### src/rtl/mips_pkg.sv
`default_nettype none
// ============================================================================
// mips_pkg
// Shared encodings for the MIPS pipeline hazard unit (forward selects, Tnew/Tuse).
// Revision: 1.0
// ============================================================================
package mips_pkg;

  typedef logic [1:0] tnew_t;

  localparam logic [1:0] FWD_RF    = 2'd0;
  localparam logic [1:0] FWD_EXMEM = 2'd1;
  localparam logic [1:0] FWD_MEMWB = 2'd2;

  localparam tnew_t TUSE_NONE = 2'd3;
  localparam tnew_t TNEW_ALU  = 2'd1;
  localparam tnew_t TNEW_LW   = 2'd2;

  // EX operand select: only MEM (when its result is ready) or WB can supply it.
  function automatic logic [1:0] fwd_ex_sel(
    input logic [4:0] src,
    input logic [4:0] mem_rd,
    input tnew_t      mem_tnew,
    input logic [4:0] wb_rd
  );
    logic [1:0] sel;
    sel = FWD_RF;
    if (src != 5'd0) begin
      if (src == mem_rd)
        sel = (mem_tnew == 2'd0) ? FWD_EXMEM : FWD_RF;
      else if (src == wb_rd)
        sel = FWD_MEMWB;
    end
    return sel;
  endfunction

endpackage
`default_nettype wire

### src/rtl/hazard_src_check.sv
`default_nettype none
// ============================================================================
// hazard_src_check
// Stall and ID-forward decision for one source operand against EX/MEM/WB.
// Revision: 1.0
// ============================================================================
module hazard_src_check
  import mips_pkg::*;
#(
  parameter tnew_t TUSE_NONE = 2'd3
) (
  input  logic [4:0] i_src,
  input  tnew_t      i_tuse,
  input  logic [4:0] i_ex_rd,
  input  tnew_t      i_ex_tnew,
  input  logic [4:0] i_mem_rd,
  input  tnew_t      i_mem_tnew,
  input  logic [4:0] i_wb_rd,
  output logic       o_stall,
  output logic [1:0] o_fwd_id
);

  logic w_used;
  logic w_ex_hit;
  logic w_mem_hit;
  logic w_wb_hit;

  assign w_used    = (i_src != 5'd0) && (i_tuse != TUSE_NONE);
  assign w_ex_hit  = (i_src != 5'd0) && (i_src == i_ex_rd);
  assign w_mem_hit = (i_src != 5'd0) && (i_src == i_mem_rd);
  assign w_wb_hit  = (i_src != 5'd0) && (i_src == i_wb_rd);

  // Nearest matching stage wins; older stages are shadowed by a newer match.
  always_comb begin
    o_stall  = 1'b0;
    o_fwd_id = FWD_RF;
    if (w_ex_hit) begin
      o_stall = w_used && (i_ex_tnew > i_tuse);
    end else if (w_mem_hit) begin
      o_stall  = w_used && (i_mem_tnew > i_tuse);
      o_fwd_id = (i_mem_tnew == 2'd0) ? FWD_EXMEM : FWD_RF;
    end else if (w_wb_hit) begin
      o_fwd_id = FWD_MEMWB;
    end
  end

endmodule
`default_nettype wire

### src/rtl/hazard_tnew_tracker.sv
`default_nettype none
// ============================================================================
// hazard_tnew_tracker
// Tracks producer rd/Tnew through EX/MEM/WB, raises stalls and forward selects.
// Revision: 1.0
// ============================================================================
module hazard_tnew_tracker
  import mips_pkg::*;
#(
  parameter int    CNT_W     = 16,
  parameter tnew_t TUSE_NONE = 2'd3
) (
  input  logic             clk,
  input  logic             rst_n,
  input  logic [4:0]       rd_ID,
  input  tnew_t            tnew_ID,
  input  logic [4:0]       rs_ID,
  input  logic [4:0]       rt_ID,
  input  tnew_t            tuse_rs_ID,
  input  tnew_t            tuse_rt_ID,
  output logic             stop,
  output logic             pc_en,
  output logic             ifid_en,
  output logic             idex_clr,
  output logic [1:0]       fwd_rs_ID,
  output logic [1:0]       fwd_rt_ID,
  output logic [1:0]       fwd_rs_EX,
  output logic [1:0]       fwd_rt_EX,
  output logic [4:0]       rd_EX,
  output tnew_t            tnew_EX,
  output logic [CNT_W-1:0] stall_cnt
);

  logic [4:0]       r_ex_rd;
  tnew_t            r_ex_tnew;
  logic [4:0]       r_ex_rs;
  logic [4:0]       r_ex_rt;
  logic [4:0]       r_mem_rd;
  tnew_t            r_mem_tnew;
  logic [4:0]       r_wb_rd;
  logic [CNT_W-1:0] r_stall_cnt;

  logic w_stall_rs;
  logic w_stall_rt;

  hazard_src_check #(.TUSE_NONE(TUSE_NONE)) u_chk_rs (
    .i_src      (rs_ID),
    .i_tuse     (tuse_rs_ID),
    .i_ex_rd    (r_ex_rd),
    .i_ex_tnew  (r_ex_tnew),
    .i_mem_rd   (r_mem_rd),
    .i_mem_tnew (r_mem_tnew),
    .i_wb_rd    (r_wb_rd),
    .o_stall    (w_stall_rs),
    .o_fwd_id   (fwd_rs_ID)
  );

  hazard_src_check #(.TUSE_NONE(TUSE_NONE)) u_chk_rt (
    .i_src      (rt_ID),
    .i_tuse     (tuse_rt_ID),
    .i_ex_rd    (r_ex_rd),
    .i_ex_tnew  (r_ex_tnew),
    .i_mem_rd   (r_mem_rd),
    .i_mem_tnew (r_mem_tnew),
    .i_wb_rd    (r_wb_rd),
    .o_stall    (w_stall_rt),
    .o_fwd_id   (fwd_rt_ID)
  );

  assign stop      = w_stall_rs | w_stall_rt;
  assign pc_en     = ~stop;
  assign ifid_en   = ~stop;
  assign idex_clr  = stop;
  assign fwd_rs_EX = fwd_ex_sel(r_ex_rs, r_mem_rd, r_mem_tnew, r_wb_rd);
  assign fwd_rt_EX = fwd_ex_sel(r_ex_rt, r_mem_rd, r_mem_tnew, r_wb_rd);
  assign rd_EX     = r_ex_rd;
  assign tnew_EX   = r_ex_tnew;
  assign stall_cnt = r_stall_cnt;

  always_ff @(posedge clk or negedge rst_n) begin
    if (!rst_n) begin
      r_ex_rd     <= 5'd0;
      r_ex_tnew   <= 2'd0;
      r_ex_rs     <= 5'd0;
      r_ex_rt     <= 5'd0;
      r_mem_rd    <= 5'd0;
      r_mem_tnew  <= 2'd0;
      r_wb_rd     <= 5'd0;
      r_stall_cnt <= {CNT_W{1'b0}};
    end else begin
      // A stall injects a bubble into EX while older stages keep draining.
      if (stop) begin
        r_ex_rd   <= 5'd0;
        r_ex_tnew <= 2'd0;
        r_ex_rs   <= 5'd0;
        r_ex_rt   <= 5'd0;
      end else begin
        r_ex_rd   <= rd_ID;
        r_ex_tnew <= tnew_ID;
        r_ex_rs   <= rs_ID;
        r_ex_rt   <= rt_ID;
      end
      r_mem_rd   <= r_ex_rd;
      r_mem_tnew <= (r_ex_tnew == 2'd0) ? 2'd0 : r_ex_tnew - 2'd1;
      r_wb_rd    <= r_mem_rd;
      if (stop && (r_stall_cnt != {CNT_W{1'b1}}))
        r_stall_cnt <= r_stall_cnt + {{(CNT_W-1){1'b0}}, 1'b1};
    end
  end

endmodule
`default_nettype wire

### config.mk
export PLATFORM = sky130hd
export DESIGN_NAME = hazard_tnew_tracker
export DESIGN_NICKNAME = d
export VERILOG_FILES = /design/src/rtl/mips_pkg.sv /design/src/rtl/hazard_src_check.sv /design/src/rtl/hazard_tnew_tracker.sv
export SDC_FILE = /design/constraint.sdc
export NUM_CORES = 1
export LEC_CHECK = 0
export CAP_MARGIN = 0
export CORE_MARGIN = 1.5
export CORE_UTILIZATION = 31
export DETAILED_ROUTE_END_ITERATION = 10
export PLACE_DENSITY = 0.58
export REMOVE_ABC_BUFFERS = 1
export SYNTH_ARGS = -nofsm -noshare
export SYNTH_HDL_FRONTEND = slang
export SYNTH_SLANG_ARGS = --single-unit
### constraint.sdc
create_clock -name clk -period 3.71 [get_ports clk]
set_clock_uncertainty 0.15 [all_clocks]
set_input_delay 0.742 -clock clk [delete_from_list [all_inputs] [get_ports clk]]
set_output_delay 0.742 -clock clk [all_outputs]
set_load 0.02 [all_outputs]
Word level (Yosys, flattened, before mapping)
Cells that the tools add are included.

word-level totals
  flip-flop bits (word level) = 45
  bits in read-only memories = 0
  latch bits = 0
  output and inout port bits = 35
  memory bits (writable) = 0
  memories = 0
  bits of input ports = 23
  logic and storage cells = 70

operators by class
  div/mod/pow operators = 0
  reduce and logical (&&, ||, !) cells = 19
  muxes and demuxes = 22
  eq/ne operators = 13
  multiply operators = 0
  shifts and indexed selects = 0
  add/subtract/negate cells = 2
  order comparisons = 4
  bitwise operators = 2

operators with widths
  kind                     number
  $eq A5 B5 Y1             10
  $mux W2                  14
  $reduce_bool A5 Y1       4
  $add A16 B1 Y16 const B  1
  $ne A16 B16 Y1 const B   1
  $mux W5                  3
  $logic_and A1 B1 Y1      13
  $gt A2 B2 Y1             4
  $mux W1                  5
  $logic_not A2 Y1         2
  $ne A2 B2 Y1 const B     2
  $sub A2 B1 Y2 const B    1
  $not A1 Y1               1
  $or A1 B1 Y1             1

Longest topological paths before layout
Gate-level depths: netlist of run 1.

  word-level depth = 7
  gate-level depth with buffers = 10

By module
A second synthesis of run 1 with hierarchy kept.

unflattened totals
  cell total of the unflattened synthesis = 248
  area, all modules = 2,663.8 sq um

by module, submodules not included
  module               cells each  seq. area each (sq um)  instances  area each (sq um)
  hazard_tnew_tracker  160         1,126.1                 1          1,945.6
  hazard_src_check     44          0.0                     2          359.1

Worst setup path before layout of run 1
No wires, ideal clock.

  kind = input -> output
  start = input port tuse_rs_ID[1]
  end = output port stop
  data arrival time = 2,630 ps
  required time = 2,818 ps
  cell stages on the path = 10
  slack = 188 ps
  path through = inv_1 ha_1 nor2b_1 a2bb2oi_1 or3_1 o221ai_2 and3_4 buf_2 inv_1 buf_4

between the ends
  cells in the longest elaborated chain, start to end = 6
  elaborated cells between the ends (all ways) = 9
  those cells by class = 2 x order compare; 1 x eq/ne; 2 x mux; 1 x bitwise; 3 x reduce/logical

ends and longest elaborated chain
  element              line                       source
  start: declaration   hazard_tnew_tracker.sv:19  input tnew_t tuse_rs_ID,
  $ne A2 B2 Y1         hazard_src_check.sv:28     assign w_used = (i_src != 5'd0) && (i_tuse != TUSE_NONE);
  $logic_and A1 B1 Y1  hazard_src_check.sv:28
  $logic_and A1 B1 Y1  hazard_src_check.sv:40     o_stall = w_used && (i_mem_tnew > i_tuse);
  $mux W1              hazard_src_check.sv:39     end else if (w_mem_hit) begin
  $mux W1 *            hazard_src_check.sv:37     if (w_ex_hit) begin
  $or A1 B1 Y1 *       hazard_tnew_tracker.sv:70  assign stop = w_stall_rs | w_stall_rt;
  end: declaration     hazard_tnew_tracker.sv:21  output logic stop,

Mark *: on every way between the ends. The rest lies on a longest branch, timed or not.

Worst setup path in the final report of run 1
  start = input port rt_ID[3]
  end = output port idex_clr

between the ends
  cells in the longest elaborated chain, start to end = 6
  elaborated cells between the ends (all ways) = 11
  those cells by class = 2 x eq/ne; 2 x mux; 1 x bitwise; 6 x reduce/logical

ends and longest elaborated chain
  element              line                                                                    source
  start: declaration   hazard_tnew_tracker.sv:18                                               input logic [4:0] rt_ID,
  $reduce_bool A5 Y1   hazard_src_check.sv:28, hazard_src_check.sv:29, hazard_src_check.sv:30
  $logic_and A1 B1 Y1  hazard_src_check.sv:28
  $logic_and A1 B1 Y1  hazard_src_check.sv:40
  $mux W1              hazard_src_check.sv:39
  $mux W1 *            hazard_src_check.sv:37
  $or A1 B1 Y1 *       hazard_tnew_tracker.sv:70
  end: declaration     hazard_tnew_tracker.sv:24                                               output logic idex_clr,

Marks and branches as above.

==> results of run 1 <==
## critical path, stage by stage
cell and delay, ps:
clkdlybuf4s50_1 480, or4_1 590, o21ai_2 180, a211oi_1 70, nand3_1 120, and3_4 230, inv_2 60, buf_4 150
## power breakdown
part / internal, W / leakage [nW] / switching, W / total, W
sequential: 0.000533 / 0.562 / 0.0000733 / 0.000606
clock: 0.000168 / 0.0542 / 0.000159 / 0.000327
combinational: 0.000169 / 0.868 / 0.000143 / 0.000312
## final cells by class
| class | count | area (um2) | share of cell area (%) |
|---|---|---|---|
| multi-input combinational | 180 | 1350 | 38.9 |
| sequential | 45 | 1130 | 32.4 |
| timing repair buffer | 81 | 736 | 21.2 |
| tap | 102 | 128 | 3.67 |
| clock buffer | 7 | 96.3 | 2.77 |
| inverter | 8 | 30.0 | 0.865 |
| clock inverter | 1 | 5.00 | 0.144 |
## Yosys cell counts (all sizes together)
cell type / instances
and3: 4
clkbuf: 2
mux2: 4
nor2: 8
a2bb2oi: 1
xnor2: 37
inv: 8
nand3: 18
nor3: 12
a21oi: 3
a211oi: 1
nor2b: 3
and4: 2
dfrtp: 45
nand2: 9
a2111o: 1
nor4: 4
a31oi: 1
o21ai: 5
nand4: 4
nand2b: 2
xor2: 25
buf: 6
nor4b: 1
o221ai: 1
and2: 19
ha: 9
or4: 5
or3: 1
## flip-flops by register name (all words and copies together), names as in the netlist
name        flops
r_ex_rs         5
r_ex_rt         5
r_mem_rd        5
r_mem_tnew      2
r_wb_rd         5
rd_EX           5
stall_cnt      16
tnew_EX         2
## layout by cell type (no fill, tap or decap), types with 2 or more instances in the layout
| cell | count |
|---|---|
| clkbuf_8 | 7 |
| inv_1 | 7 |
| nand3_1 | 18 |
| nor3_2 | 2 |
| nand4_1 | 2 |
| buf_4 | 26 |
| nor2_1 | 7 |
| a21oi_1 | 3 |
| nand2_1 | 9 |
| dlygate4sd2_1 | 2 |
| nand2b_1 | 2 |
| xnor2_1 | 37 |
| buf_2 | 3 |
| xor2_1 | 25 |
| nor3_1 | 10 |
| o21ai_0 | 4 |
| or4_1 | 5 |
| nor4_1 | 4 |
| mux2_2 | 3 |
| dfrtp_1 | 45 |
| clkdlybuf4s50_1 | 47 |
| and2_1 | 18 |
| dlymetal6s2s_1 | 3 |
| nand4_2 | 2 |
| nor2b_1 | 3 |
| and4_1 | 2 |
| and3_1 | 3 |
| ha_1 | 9 |
## metal layers
layer / global-route usage, % / part of all wire (%) / vias up
li1: - / - / 981
met1: 18.5 / 43 / 939
met3: 4.45 / 5.8 / 7
met4: 4.85 / 1.6 / 0
met2: 26.8 / 50 / 45
met5: 0 / 0 / -
## cell families after synthesis
group / after synthesis / synth area share (%)
xor+xnor: 62 / 21.2
mux: 4 / 1.90
compound gates: 13 / 4.19
flops: 45 / 43.9
simple gates: 92 / 20.9
buf+inv: 16 / 3.56
fa+ha+maj: 9 / 4.39
## how the worst max path moves through the flow
stage | startpoint | end | cells past startpoint
after detailed placement | tuse_rs_ID[1] | idex_clr | 10
after global placement | tuse_rs_ID[1] | stop | 10
final | rt_ID[3] | idex_clr | 8
after CTS | tuse_rs_ID[1] | idex_clr | 10
after floorplan | tuse_rs_ID[1] | idex_clr | 8
after global routing | rs_ID[4] | fwd_rs_ID[0] | 6
## metrics by stage
| stage | worst slack [ps] | instance area, um2 | util [%] | total power, W |
|---|---|---|---|---|
| 2_1_floorplan | 365 | 2500 | - | 0.000769 |
| 3_3_place_gp | -416 | 3350 | 42.5 | 0.000925 |
| 3_5_place_dp | -481 | 3350 | 42.5 | 0.000930 |
| 4_1_cts | 7.54 | 3460 | 43.8 | 0.00127 |
| 5_1_grt | 64.3 | 3470 | 44.0 | 0.00132 |
| 6_report | 199 | 3470 | 44.0 | 0.00125 |
## timing repair
action / CTS / global route
buffers inserted: 3 / 0
hold endpoints to repair: 0 / 0
gates cloned: 0 / 0
setup endpoints to repair: 6 / 7
pin swaps: 2 / 3
resized for setup: 20 / 5
==> impl_metrics.ini, run 1 <==
[sta]
hold-worst-slack_ps = 332
max-slew-margin-rel_pct = 33.1
finalHoldViolCount = 0
fin_crit_ps = 3510
rsz0062_at_grt = no
worst_pin_slew_ps = 1000
drv_slew = 0
setup_viol = 0
fin_setup_tns_ps = 0
fin_crit_sh_pct = 94.6
timing.fmax_mhz = 285

[min_path]
hold_path_end = r_mem_tnew[0]
hp-class = reg -> reg
worstHoldStart = tnew_EX[0]
min_path_cells = 1

[place]
detailed_place_hpwl_um = 4730
place_inst = 413
io_buffers = 57
routabilityCongestion = 0.814

[synth]
synth_top_area_share_pct = 43.9
syn_area_per_cell_um2 = 10.6
ys_seq_area_share_pct = 43.9
synthCells = 241
synth.ff_latch_count = 45
yosysUniqueCellTypes = 38
synth.area.top_cells = dfrtp_1 (44%), xnor2_1 (13%), xor2_1 (8.5%), and2_1 (4.4%), ha_1 (4.4%)
yosys_warnings = 0
synth_top_area_cell = dfrtp_1
synth_area_mm2 = 0.00256

[route]
drt-pass1-iter-count = 4
drcViolationCount = 0
via_count = 1972
drt_wl_total_um = 6350
via_per_inst = 4.65
ant_nets = 0
wire_per_inst_um = 15.0
drtIter0Drc = 59

[die]
pin_count = 58
fp.dieW_um = 94.0
core_mm2 = 0.00789
die_h_um = 94.0
row_count = 32
dieArea_mm2 = 0.00883
start_util_pct = 32.5

[layout]
syn_to_final_growth_pct = 35.4
final_cells = 424
fillerInstances = 781
n_antenna_cell = 0
drive_gt1_share_pct = 16.1
final_nets = 353

[global_routing]
grt_usage_pct = 15.5
grt-ovfl-total = 0
grt_max_degree = 46
antenna_found_initial = 0
grt_pass1_wl_um = 10300
grt_pass1_vias = 2073

[setup_path]
r2r_slack_ps = 980
crit_arrival_ps = 2620
worst_setup_path_start_kind = input pin
crit_fanout = 5
reg2reg_depth = 10
end_kind = primary output
crit_required_ps = 2820
r2r_end = stall_cnt[14]
rr_startpoint = tnew_EX[1]
worst-setup-path-type = in -> out

[clock_network]
clock_path_buffers = 2
cts_hold_buf = 0
root_buffer = clkbuf_8
cts_sinks = 45
cts_buffers = 5
cts_tree = done
clk_pin_slew_ps = 80
clk_latency_ps = 290
cts_max_level = 2

[job]
drv_cap = 0

[pwr]
p_per_area_mw_per_mm2 = 359
p_leak_nw = 1.48
max-vdd-ir-drop_uv = 260

[outcome]
status = finished clean
Power figures use the tool's default switching activity.
==> inputs of run 2 (changes only) <==
CTS_CLUSTER_DIAMETER = 60   (was default)
DONT_BUFFER_PORTS = 1   (was default)
PLACE_DENSITY = 0.49   (was 0.58)
==> run 2 against run 1 <==
Against the previous run: first-iteration DRC count shrank 34%; design area fell by 20%; core utilization shrank 8.7 points; critical path type is now reg -> out; routed wire length down 5.2%; global-route usage shrank 0.50 points; die area is the same; largest cell class unchanged; count of clock-buffer cells in the layout unchanged; highest routed layer unchanged; hold slack worse by 200 ps; via count shrank 14%.
==> impl_metrics.ini, run 2 (synthesis gave the netlist of run 1 again) <==
[route]
ant_nets = 0
drtIter0Drc = 39
drt-pass1-iter-count = 2
drcViolationCount = 0
via_count = 1697
drt_wl_total_um = 6020
via_per_inst = 4.86
wire_per_inst_um = 17.2

[pwr]
p_per_area_mw_per_mm2 = 404
power.total_w = 0.00113
max-vdd-ir-drop_uv = 239
p_leak_nw = 1.14

[clock_network]
cts_buffers = 5
cts_sinks = 45
clk_latency_ps = 300
root_buffer = clkbuf_8
clock_path_buffers = 2
clk_pin_slew_ps = 90
cts_tree = done
post_cts_buffers = 0
post_cts_resized = 0
cts_max_level = 2

[setup_path]
crit_fanout = 5
cp_cell_sequence = ha_1, nor2b_1, a2bb2oi_1, or3_1, o221ai_2, and3_4, inv_1
slowest_delay_ps = 500
slowest_stage = dfrtp_1
worst-setup-path-type = reg -> out
end_kind = primary output
worst_setup_path_start_kind = flop
reg2reg_depth = 9
crit_required_ps = 2820
crit_arrival_ps = 2520

[global_routing]
grt_pass1_vias = 1833
grt_pass1_wl_um = 10000
grt_usage_pct = 15.0
grt-ovfl-total = 0
grt_max_degree = 46
antenna_found_initial = 0

[sta]
max-slew-margin-rel_pct = 51.0
drv_slew = 0
fin_setup_tns_ps = 0
worst_pin_slew_ps = 730
fin_crit_ps = 3410
finalHoldViolCount = 0
hold-worst-slack_ps = 134
fin_crit_sh_pct = 91.9
rsz0062_at_grt = no
setup_viol = 0
timing.fmax_mhz = 293

[layout]
syn_to_final_growth_pct = 8.78
layout_commonest_cell = dfrtp_1
largest_reg_flops = 16
fin_util_pct = 35.4
fillerInstances = 799
n_antenna_cell = 0
final_nets = 279
final_cell_mix = dfrtp_1 (45), xnor2_1 (37), xor2_1 (25), nand3_1 (18), and2_1 (18)
drive_gt1_share_pct = 10.5
final_cells = 349

[die]
fp.dieW_um = 94.0
core_mm2 = 0.00789
row_count = 32
start_util_pct = 32.5
pin_count = 58
dieArea_mm2 = 0.00883
die_h_um = 94.0

[place]
routabilityCongestion = 0.705
detailed_place_hpwl_um = 4490
io_buffers = 0
place_inst = 341

[outcome]
status = finished clean

[job]
drv_cap = 0

[min_path]
hp-class = in -> async
==> run 2: changes by cell type in the layout (fill, tap and decap cells not counted), sizes merged <==
cell | before | now
dlygate4sd2 | 2 | 0
clkdlybuf4s50 | 47 | 0
buf | 29 | 7
dlymetal6s2s | 3 | 0
clkinv | 1 | 0
==> run 2: area by class of cell <==
| class | count | area [um2] | share of cell area, % |
|---|---|---|---|
| multi-input cells | 180 | 1350 | 48.3 |
| flip-flops and latches | 45 | 1130 | 40.4 |
| well taps | 102 | 128 | 4.57 |
| clock buffers | 7 | 86.3 | 3.09 |
| repair buffers | 7 | 72.6 | 2.60 |
| inverters | 8 | 30.0 | 1.08 |
==> run 2: metrics by stage <==
stage / worst slack (ps) / instance area, um2
floorplan: 365 / 2500
global placement: 357 / 2680
detailed placement: 342 / 2680
CTS: 255 / 2790
global route: 190 / 2790
finish: 302 / 2790
==> run 2: worst paths after layout <==
path                                       to  slack [ps]         from
worst max-delay path                 idex_clr         300   tnew_EX[1]
worst min-delay path            stall_cnt[13]         130        rst_n
worst max register to register  stall_cnt[14]         910   tnew_EX[1]
worst min register to register     r_wb_rd[0]         410  r_mem_rd[0]
max in group asynchronous          r_ex_rs[4]        3070        rst_n
min in group clk                   r_wb_rd[0]         410  r_mem_rd[0]
==> run 2: where the power goes <==
group	total (W)	switching, W	internal [W]
Combinational	0.000181	0.0000854	0.0000961
Clock	0.000309	0.000161	0.000148
Sequential	0.000638	0.000105	0.000532
Total	0.00113	0.000352	0.000776
==> run 2: metal layers <==
metal | wire length, um | track usage [%] | part of all wire, % | vias up
met3 | 391 | 4.61 | 6.5 | 6
met2 | 2980 | 26.2 | 49 | 36
met4 | 62 | 3.73 | 1.0 | 0
met1 | 2590 | 17.9 | 43 | 831
li1 | - | - | - | 824
met5 | 0 | 0 | 0 | -
==> run 2: critical path: cells and delay by family, from the launching register on <==
kind                       cells  cell delay, ps
adders and majority gates      1             340
AOI/OAI and AO/OA              2             340
DFF                            1             500
buffers and inverters          1             220
and+or+nand+nor                3             810
==> run 2: what timing repair did <==
item | CTS | global route
hold buffers | 1 | 0
endpoints found under the setup margin | 0 | 0
endpoints found under the hold margin | 45 | 0
==> inputs of run 3 (changes only) <==
ABC_CLOCK_PERIOD_IN_PS = 3710   (was default)
CTS_BUF_LIST = sky130_fd_sc_hd__clkbuf_4 sky130_fd_sc_hd__clkbuf_8 sky130_fd_sc_hd__clkbuf_16   (was default)
==> run 3 against run 2 <==
Against the previous run: critical path depth did not move; first-iteration DRC count did not move; power rose by 0.72%; core utilization barely moved; final cell count did not move; count of clock-buffer cells in the layout did not move.
==> impl_metrics.ini, run 3 (synthesis gave the netlist of run 1 again) <==
[setup_path]
crit_required_ps = 2820
slowest_delay_ps = 500
end_kind = primary output
crit_fanout = 5
worst_setup_path_start_kind = flop
crit_arrival_ps = 2520
cp_cell_sequence = ha_1, nor2b_1, a2bb2oi_1, or3_1, o221ai_2, and3_4, inv_1
worst-setup-path-type = reg -> out
slowest_stage = dfrtp_1

[place]
detailed_place_hpwl_um = 4490
place_inst = 341
routabilityCongestion = 0.705
dpl_cell_area_mm2 = 0.00268
io_buffers = 0

[route]
ant_nets = 0
drt_wl_total_um = 6010
wire_per_inst_um = 17.2
via_count = 1701
via_per_inst = 4.87
drtIter0Drc = 39
drcViolationCount = 0
drt-pass1-iter-count = 2

[clock_network]
cts_max_level = 2
root_buffer = clkbuf_8
clk_latency_ps = 300
clock_path_buffers = 2
cts_sinks = 45
cts_tree = done
post_cts_buffers = 0
clk_pin_slew_ps = 90
cts_buffers = 5

[layout]
final_cell_mix = dfrtp_1 (45), xnor2_1 (37), xor2_1 (25), nand3_1 (18), and2_1 (18)
final_design_area_no_fill_mm2 = 0.00279
final_cells = 349
n_antenna_cell = 0
syn_to_final_growth_pct = 8.93
layout_commonest_cell = dfrtp_1
largest_reg_flops = 16
drive_gt1_share_pct = 10.9
final_nets = 279

[sta]
setup_viol = 0
rsz0062_at_grt = no
fin_crit_ps = 3410
fin_setup_tns_ps = 0
finalHoldViolCount = 0
timing.fmax_mhz = 293
max-slew-margin-rel_pct = 51.0
worst_pin_slew_ps = 730
fin_crit_sh_pct = 91.9
drv_slew = 0

[die]
dieArea_mm2 = 0.00883
core_mm2 = 0.00789
die_h_um = 94.0
pin_count = 58
row_count = 32
start_util_pct = 32.5
fp.dieW_um = 94.0

[global_routing]
grt-ovfl-total = 0
grt_max_degree = 46
grt_pass1_wl_um = 10000
grt_usage_pct = 15.0
grt_pass1_vias = 1834
antenna_found_initial = 0

[pwr]
max-vdd-ir-drop_uv = 239
p_leak_nw = 1.14
power.total_w = 0.00114
p_per_area_mw_per_mm2 = 407

[min_path]
hp-class = in -> async

[outcome]
status = finished clean

[job]
drv_cap = 0
[run 3: layout make-up]
class                   instances  area (um2)
clock buffers                   7        90.1
fillers                       797        5090
inverters                       8        30.0
multi-input cells             180        1350
flip-flops and latches         45        1130
well taps                     102         128
repair buffers                  7        72.6
[run 3: what timing repair did]
action | 4_1_cts | 5_1_grt
endpoints found under the hold margin | 45 | 0
gates resized for setup | 0 | 0
hold buffers | 1 | 0
[run 3: per-layer routing]
metal | GRT usage [%] | wire, um | share of wire, %
met1 | 17.9 | 2590 | 43
met5 | 0 | 0 | 0
met4 | 3.73 | 61 | 1.0
met3 | 4.61 | 391 | 6.5
met2 | 26.2 | 2970 | 49
[run 3: path summary, 6_finish.rpt]
path / slack, ps / cells after the start / end / start
setup / recovery: 300 / 7 / idex_clr / tnew_EX[1]
hold / removal: 130 / 1 / stall_cnt[13] / rst_n
setup reg to reg: 910 / 9 / stall_cnt[14] / tnew_EX[1]
hold reg to reg: 410 / 0 / r_wb_rd[0] / r_mem_rd[0]
max in group asynchronous: 3070 / 1 / r_ex_rs[4] / rst_n
min in group clk: 410 / 0 / r_wb_rd[0] / r_mem_rd[0]
[run 3: metrics by stage]
| step | util (%) | setup slack, ps | hold WS [ps] |
|---|---|---|---|
| 5_1_grt | 35.4 | 189 | 140 |
| 4_1_cts | 35.4 | 255 | 132 |
| 6_report | 35.4 | 302 | 133 |
| 2_1_floorplan | - | 365 | 296 |
| 3_3_place_gp | 33.9 | 357 | 298 |
| 3_5_place_dp | 33.9 | 342 | 297 |
[run 3: worst max-delay path, delay by kind of cell, from the launching register on]
kind            cells  cell delay (ps)
compound gates      2              340
fa+ha+maj           1              340
buf+inv             1              220
flops               1              500
simple gates        3              810
[run 3: power by group]
part	leakage [nW]	switching (W)	internal, W
registers	0.562	0.000106	0.000532
logic	0.534	0.0000854	0.0000961
clock network	0.0477	0.000162	0.000155
